## config.mk

```make
export PLATFORM = sky130hd
export DESIGN_NAME = mux_scan_ctrl_flat
export DESIGN_NICKNAME = d
export VERILOG_FILES = /design/src/rtl/mux_scan_pkg.sv /design/src/rtl/mux_scan_ctrl_if.sv /design/src/rtl/mux_scan_ctrl.sv /design/src/flat_wrapper.sv
export SDC_FILE = /design/constraint.sdc
export NUM_CORES = 1
export LEC_CHECK = 0
export ABC_AREA = 1
export CELL_PAD_IN_SITES_DETAIL_PLACEMENT = 2
export CELL_PAD_IN_SITES_GLOBAL_PLACEMENT = 2
export CORE_MARGIN = 2
export CORE_UTILIZATION = 31
export CTS_CLUSTER_DIAMETER = 80
export DETAILED_ROUTE_END_ITERATION = 12
export PLACE_DENSITY_LB_ADDON = 0.1
export SYNTH_ARGS = -nofsm -noshare
export SYNTH_HDL_FRONTEND = slang
export SYNTH_SLANG_ARGS = --single-unit
```

## constraint.sdc

```tcl
create_clock -name clk -period 1.5 [get_ports clk]
set_input_delay 0.45 -clock clk [delete_from_list [all_inputs] [get_ports clk]]
set_output_delay 0.45 -clock clk [all_outputs]
set_load 0.01 [all_outputs]
```

## src/rtl/mux_scan_pkg.sv

```systemverilog
`default_nettype none
// ============================================================================
// Module      : mux_scan_pkg
// Description : Shared types and constants for the mux scan controller.
//               Holds the FSM state encoding, the default channel count and
//               select width, and the dwell counter width.
// Revision    : 1.0 - initial release
// ============================================================================
package mux_scan_pkg;

    // Default geometry matches a 16:1 bit multiplexer.
    localparam int NUM_CH_DEF = 16;
    localparam int SEL_W_DEF  = 4;

    // The dwell counter is 3 bits wide, so it covers settle counts 0..7.
    localparam int DWELL_W    = 3;

    typedef enum logic [1:0] {
        IDLE = 2'd0,
        SCAN = 2'd1,
        HOLD = 2'd2
    } state_e;

endpackage : mux_scan_pkg
`default_nettype wire

```

## src/rtl/mux_scan_ctrl_if.sv

```systemverilog
`default_nettype none
// ============================================================================
// Module      : mux_scan_ctrl_if
// Description : Bundles the scan controller's control, mux-loop and output
//               handshake signals.
//   start  : request one scan pass (controller input)
//   cont   : auto-restart after each handshake (controller input)
//   mux_y  : combinational output of the mux (controller input)
//   sel    : registered mux select (controller output)
//   word   : assembled snapshot of all channels (controller output)
//   valid  : word available (controller output)
//   ready  : downstream accepts word (controller input)
//   busy   : pass in progress or word pending (controller output)
//   Modports: master = controller side, slave = environment side.
// Revision    : 1.0 - initial release
// ============================================================================
interface mux_scan_ctrl_if
    import mux_scan_pkg::*;
#(
    parameter int NUM_CH = NUM_CH_DEF,
    parameter int SEL_W  = SEL_W_DEF
);
    logic              start;
    logic              cont;
    logic              mux_y;
    logic [SEL_W-1:0]  sel;
    logic [NUM_CH-1:0] word;
    logic              valid;
    logic              ready;
    logic              busy;

    modport master (
        input  start, cont, mux_y, ready,
        output sel, word, valid, busy
    );

    modport slave (
        output start, cont, mux_y, ready,
        input  sel, word, valid, busy
    );

endinterface : mux_scan_ctrl_if
`default_nettype wire

```

## src/rtl/mux_scan_ctrl.sv

```systemverilog
`default_nettype none
// ============================================================================
// Module      : mux_scan_ctrl
// Description : Steps a mux select through channels 0..NUM_CH-1, samples the
//               single-bit mux output once per channel and presents the
//               collected bits as one parallel word on a valid/ready
//               handshake.
//   clk    : rising-edge clock
//   rst_n  : asynchronous active-low reset
//   bus    : mux_scan_ctrl_if.master (start, cont, mux_y, sel, word,
//            valid, ready, busy)
// Revision    : 1.0 - initial release
// ============================================================================
module mux_scan_ctrl
    import mux_scan_pkg::*;
#(
    parameter int NUM_CH = NUM_CH_DEF,
    parameter int SEL_W  = SEL_W_DEF,
    parameter int SETTLE = 0
) (
    input  wire logic       clk,
    input  wire logic       rst_n,
    mux_scan_ctrl_if.master bus
);

    localparam logic [SEL_W-1:0]   LAST_SEL   = SEL_W'(NUM_CH - 1);
    localparam logic [DWELL_W-1:0] LAST_DWELL = DWELL_W'(SETTLE);

    state_e              state_q,  state_d;
    logic [SEL_W-1:0]    sel_q,    sel_d;
    logic [DWELL_W-1:0]  dwell_q,  dwell_d;
    logic [NUM_CH-1:0]   shadow_q, shadow_d;
    logic [NUM_CH-1:0]   word_q,   word_d;

    always_ff @(posedge clk or negedge rst_n) begin
        if (!rst_n) begin
            state_q  <= IDLE;
            sel_q    <= '0;
            dwell_q  <= '0;
            shadow_q <= '0;
            word_q   <= '0;
        end else begin
            state_q  <= state_d;
            sel_q    <= sel_d;
            dwell_q  <= dwell_d;
            shadow_q <= shadow_d;
            word_q   <= word_d;
        end
    end

    always_comb begin
        state_d  = state_q;
        sel_d    = sel_q;
        dwell_d  = dwell_q;
        shadow_d = shadow_q;
        word_d   = word_q;

        unique case (state_q)
            IDLE: begin
                if (bus.start) begin
                    state_d = SCAN;
                    sel_d   = '0;
                    dwell_d = '0;
                end
            end

            SCAN: begin
                if (dwell_q == LAST_DWELL) begin
                    shadow_d[sel_q] = bus.mux_y;
                    dwell_d         = '0;
                    if (sel_q == LAST_SEL) begin
                        // Take the updated shadow so the final channel's bit
                        // lands in this pass's word rather than the next one.
                        word_d  = shadow_d;
                        sel_d   = '0;
                        state_d = HOLD;
                    end else begin
                        sel_d   = sel_q + SEL_W'(1);
                    end
                end else begin
                    dwell_d = dwell_q + DWELL_W'(1);
                end
            end

            HOLD: begin
                if (bus.ready) begin
                    state_d = bus.cont ? SCAN : IDLE;
                    sel_d   = '0;
                    dwell_d = '0;
                end
            end

            default: begin
                state_d = IDLE;
                sel_d   = '0;
                dwell_d = '0;
            end
        endcase
    end

    assign bus.sel   = sel_q;
    assign bus.word  = word_q;
    assign bus.valid = (state_q == HOLD);
    assign bus.busy  = (state_q != IDLE);

endmodule : mux_scan_ctrl
`default_nettype wire

```

## src/flat_wrapper.sv

```systemverilog
// flat-port wrapper written by rule: the top's interface ports become plain ports
module mux_scan_ctrl_flat import mux_scan_pkg::*;
#(
    parameter int NUM_CH = NUM_CH_DEF,
    parameter int SEL_W  = SEL_W_DEF,
    parameter int SETTLE = 0
)
  (clk, rst_n, bus_start, bus_cont, bus_mux_y, bus_ready, bus_sel, bus_word, bus_valid, bus_busy);
  mux_scan_ctrl_if #(.NUM_CH(NUM_CH), .SEL_W(SEL_W)) bus_i ();
  input  wire logic clk;
  input  wire logic rst_n;
  input wire logic [$bits(bus_i.start)-1:0] bus_start;
  input wire logic [$bits(bus_i.cont)-1:0] bus_cont;
  input wire logic [$bits(bus_i.mux_y)-1:0] bus_mux_y;
  input wire logic [$bits(bus_i.ready)-1:0] bus_ready;
  output wire logic [$bits(bus_i.sel)-1:0] bus_sel;
  output wire logic [$bits(bus_i.word)-1:0] bus_word;
  output wire logic [$bits(bus_i.valid)-1:0] bus_valid;
  output wire logic [$bits(bus_i.busy)-1:0] bus_busy;
  assign bus_i.start = bus_start;
  assign bus_i.cont = bus_cont;
  assign bus_i.mux_y = bus_mux_y;
  assign bus_i.ready = bus_ready;
  assign bus_sel = bus_i.sel;
  assign bus_word = bus_i.word;
  assign bus_valid = bus_i.valid;
  assign bus_busy = bus_i.busy;
  mux_scan_ctrl #(.NUM_CH(NUM_CH), .SEL_W(SEL_W), .SETTLE(SETTLE)) u_core (.clk(clk), .rst_n(rst_n), .bus(bus_i));
endmodule
```

==> flow_metrics.env <==
export IMPL_synth_top_area_share_pct=50.4
export IMPL_fin_skew_ps=5.46
export IMPL_peakVddDrop_v=0.000605
export IMPL_die_area_um2=7060
export IMPL_ctsHoldBuffers=0
export IMPL_path_clk_slew_ps=80
export IMPL_grt_pass1_vias=1942
export IMPL_rsz0062_at_grt="yes"
export IMPL_core_area_um2=6280
export IMPL_arrival_ps=1050
export IMPL_drtPass1Iterations=4
export IMPL_ys_warnings_count=0
export IMPL_die_h_um=84.0
export IMPL_period_share_pct=100
export IMPL_fillers=742
export IMPL_num_nets_final=305
export IMPL_r2r_slack_ps=100
export IMPL_yosysSeqAreaShare_pct=50.4
export IMPL_drtAntennaViolNets=0
export IMPL_syn_area_um2=1980
export IMPL_port_buffers=27
export IMPL_clock_latency_ps=300
export IMPL_hold_ws_ps=115
export IMPL_seq_area_um2=1000
export IMPL_area_growth_syn_to_layout_pct=28.8
export IMPL_drv_cap=0
export IMPL_clock_sinks=40
export IMPL_timing_worst_setup_path_type="reg -> out"
export IMPL_worstReg2RegEnd="u_core.shadow_q[5]"
export IMPL_synth_async_reset_ratio_pct=100
export IMPL_track_usage_pct=17.8
export IMPL_place_congestion=0.753
export IMPL_setup_tns_final_ps=-2.96
export IMPL_root_buffer="clkbuf_8"
export IMPL_wl_per_cell_um=15.5
export IMPL_synthTopCellsByArea="dfrtp_1 50%, nand2_1 22%, o21ai_0 6.1%, ha_1 3.8%, nand3_1 3.5%"
export IMPL_dpl_instance_area_um2=2420
export IMPL_startpoint_type="register"
export IMPL_clockBufferDepth=2
export IMPL_drc_errors=0
export IMPL_yosys_register_bits=40
export IMPL_hold_viol=0
export IMPL_p_leak_nw=1.25
export IMPL_dp_hpwl_um=3950
export IMPL_grt_pass1_wl_um=9850
export IMPL_dp_slack_ps=-204
export IMPL_via_per_inst=4.76
export IMPL_multi_input_area_um2=855
export IMPL_start_util_pct=31.6
export IMPL_place_inst=360
export IMPL_grt_start_max_net_pins=41
export IMPL_synth_avg_cell_area_um2=7.91
export IMPL_drive_gt1_share_pct=16.3
export IMPL_yosysTopAreaCell="dfrtp_1"
export IMPL_cts_inserted_buffers=5
export IMPL_synthCells=251
export IMPL_cts_max_level=2
export IMPL_instances_no_fill=371
export IMPL_fmax_ghz=0.665
export IMPL_slew_headroom_pct=83.1
export IMPL_grt_overflow=0
export IMPL_timing_rr_start="u_core.bus.sel[1]"
export IMPL_num_rows=29
export IMPL_drt_iter0_drc=26
export IMPL_hp_class="in -> async"
export IMPL_status="finished with violations"
export IMPL_tightest_slew_ps=250
export IMPL_antenna_found_initial=0
export IMPL_total_power_mw=4.12
export IMPL_synth_edf_count=0
export IMPL_synth_cell_types=22
export IMPL_cellPowerDensity_nw_per_um2=1610
export IMPL_yosys_cell_count_top_type="nand2_1"
export IMPL_synth_common_cells="118 x nand2_1, 40 x dfrtp_1, 24 x o21ai_0"
export IMPL_syn_num_nets=263
export IMPL_fin_area_um2=2560
export IMPL_worst_ep_required_time_ps=1050
export IMPL_critPathMaxFanout=3
export IMPL_slew_violations=0
export IMPL_num_vias=1765
export IMPL_n_antenna_cell=0
export IMPL_period_minus_slack_ps=1500
export IMPL_setup_ws_ps=-2.96
export IMPL_r2r_cells=6
export IMPL_final_util_pct=40.7
export IMPL_synthFlopType="dfrtp_1"
export IMPL_die_w_um=84.0
export IMPL_drt_total_wl_um=5770
export IMPL_critPathCaptureType="output port"
export IMPL_cts_tree="done"
export IMPL_violations="negative setup slack"
export IMPL_pin_count=28
export IMPL_critical_path_startpoint="u_core.state_q[0]"
export IMPL_setup_viol=1
-- worst max-delay path, stage by stage, from the launching register on --
cell	delay, ps
dfrtp_1	450
inv_2	110
nand2_1	70
buf_6	130
-- layout make-up --
type | count | area share [%]
inverters | 22 | 3.52
well taps | 77 | 3.77
clock inverters | 2 | 1.37
flip-flops and latches | 40 | 39.3
clock buffers | 6 | 2.84
multi-input cells | 181 | 33.4
repair buffers | 43 | 15.8
-- what timing repair did --
item	4_1_cts	5_1_grt
setup buffers	1	2
pin swaps	1	1
endpoints found under the setup margin	22	34
gates resized for setup	32	20
-- metal layers --
layer	up-vias	global-route usage, %	part of all wire, %
met5	-	0	0
met4	0	4.40	1.6
met3	7	3.86	2.6
met2	23	30.0	49
met1	875	23.1	47
li1	860	-	-
-- how the worst max path moves through the flow --
stage / end / slack, ps / depth (start not counted)
floorplan: u_core.bus.word[2] / 150 / 8
global placement: u_core.bus.sel[0] / -160 / 8
detailed placement: u_core.bus.sel[0] / -200 / 8
CTS: bus_sel[1] / 3 / 1
global route: bus_busy / -50 / 3
finish: bus_busy / -3 / 3
-- cell families (layout without fill, tap and decap cells) --
family          count (synthesis)  in the layout  share of synthesized area [%]
simple gates                  144            144                           30.2
flops                          40             40                           50.4
buf+inv                        30             73                           7.38
compound gates                 29             29                           7.31
fa+ha+maj                       6              6                           3.78
xor+xnor                        2              2                          0.883
-- cell usage in the layout, fill, tap and decap left out, drive strengths merged --
master,count
nand2,122
dfrtp,40
o21ai,28
inv,22
buf,19
dlygate4sd2,18
nand3,14
clkbuf,6
ha,6
nor2,6
clkdlybuf4s50,4
xor2,2
clkdlybuf4s15,2
nand3b,1
nand4,1
a21oi,1
bufinv,1
clkinv,1
-- sequential cells by signal, summed over array words and instances, names as in the netlist --
| signal | cells |
|---|---|
| u_core.shadow_q | 15 |
| u_core.state_q | 2 |
| u_core.bus.sel | 4 |
| u_core.dwell_q | 3 |
| u_core.bus.word | 16 |
-- power breakdown --
group | total, mW | internal [mW] | leakage (nW) | switching [mW]
Clock | 0.892 | 0.494 | 0.0552 | 0.398
Sequential | 1.56 | 1.36 | 0.457 | 0.195
Combinational | 1.67 | 0.633 | 0.742 | 1.04
Total | 4.12 | 2.49 | 1.25 | 1.63
Note: power is estimated with default switching activity, not from simulation.
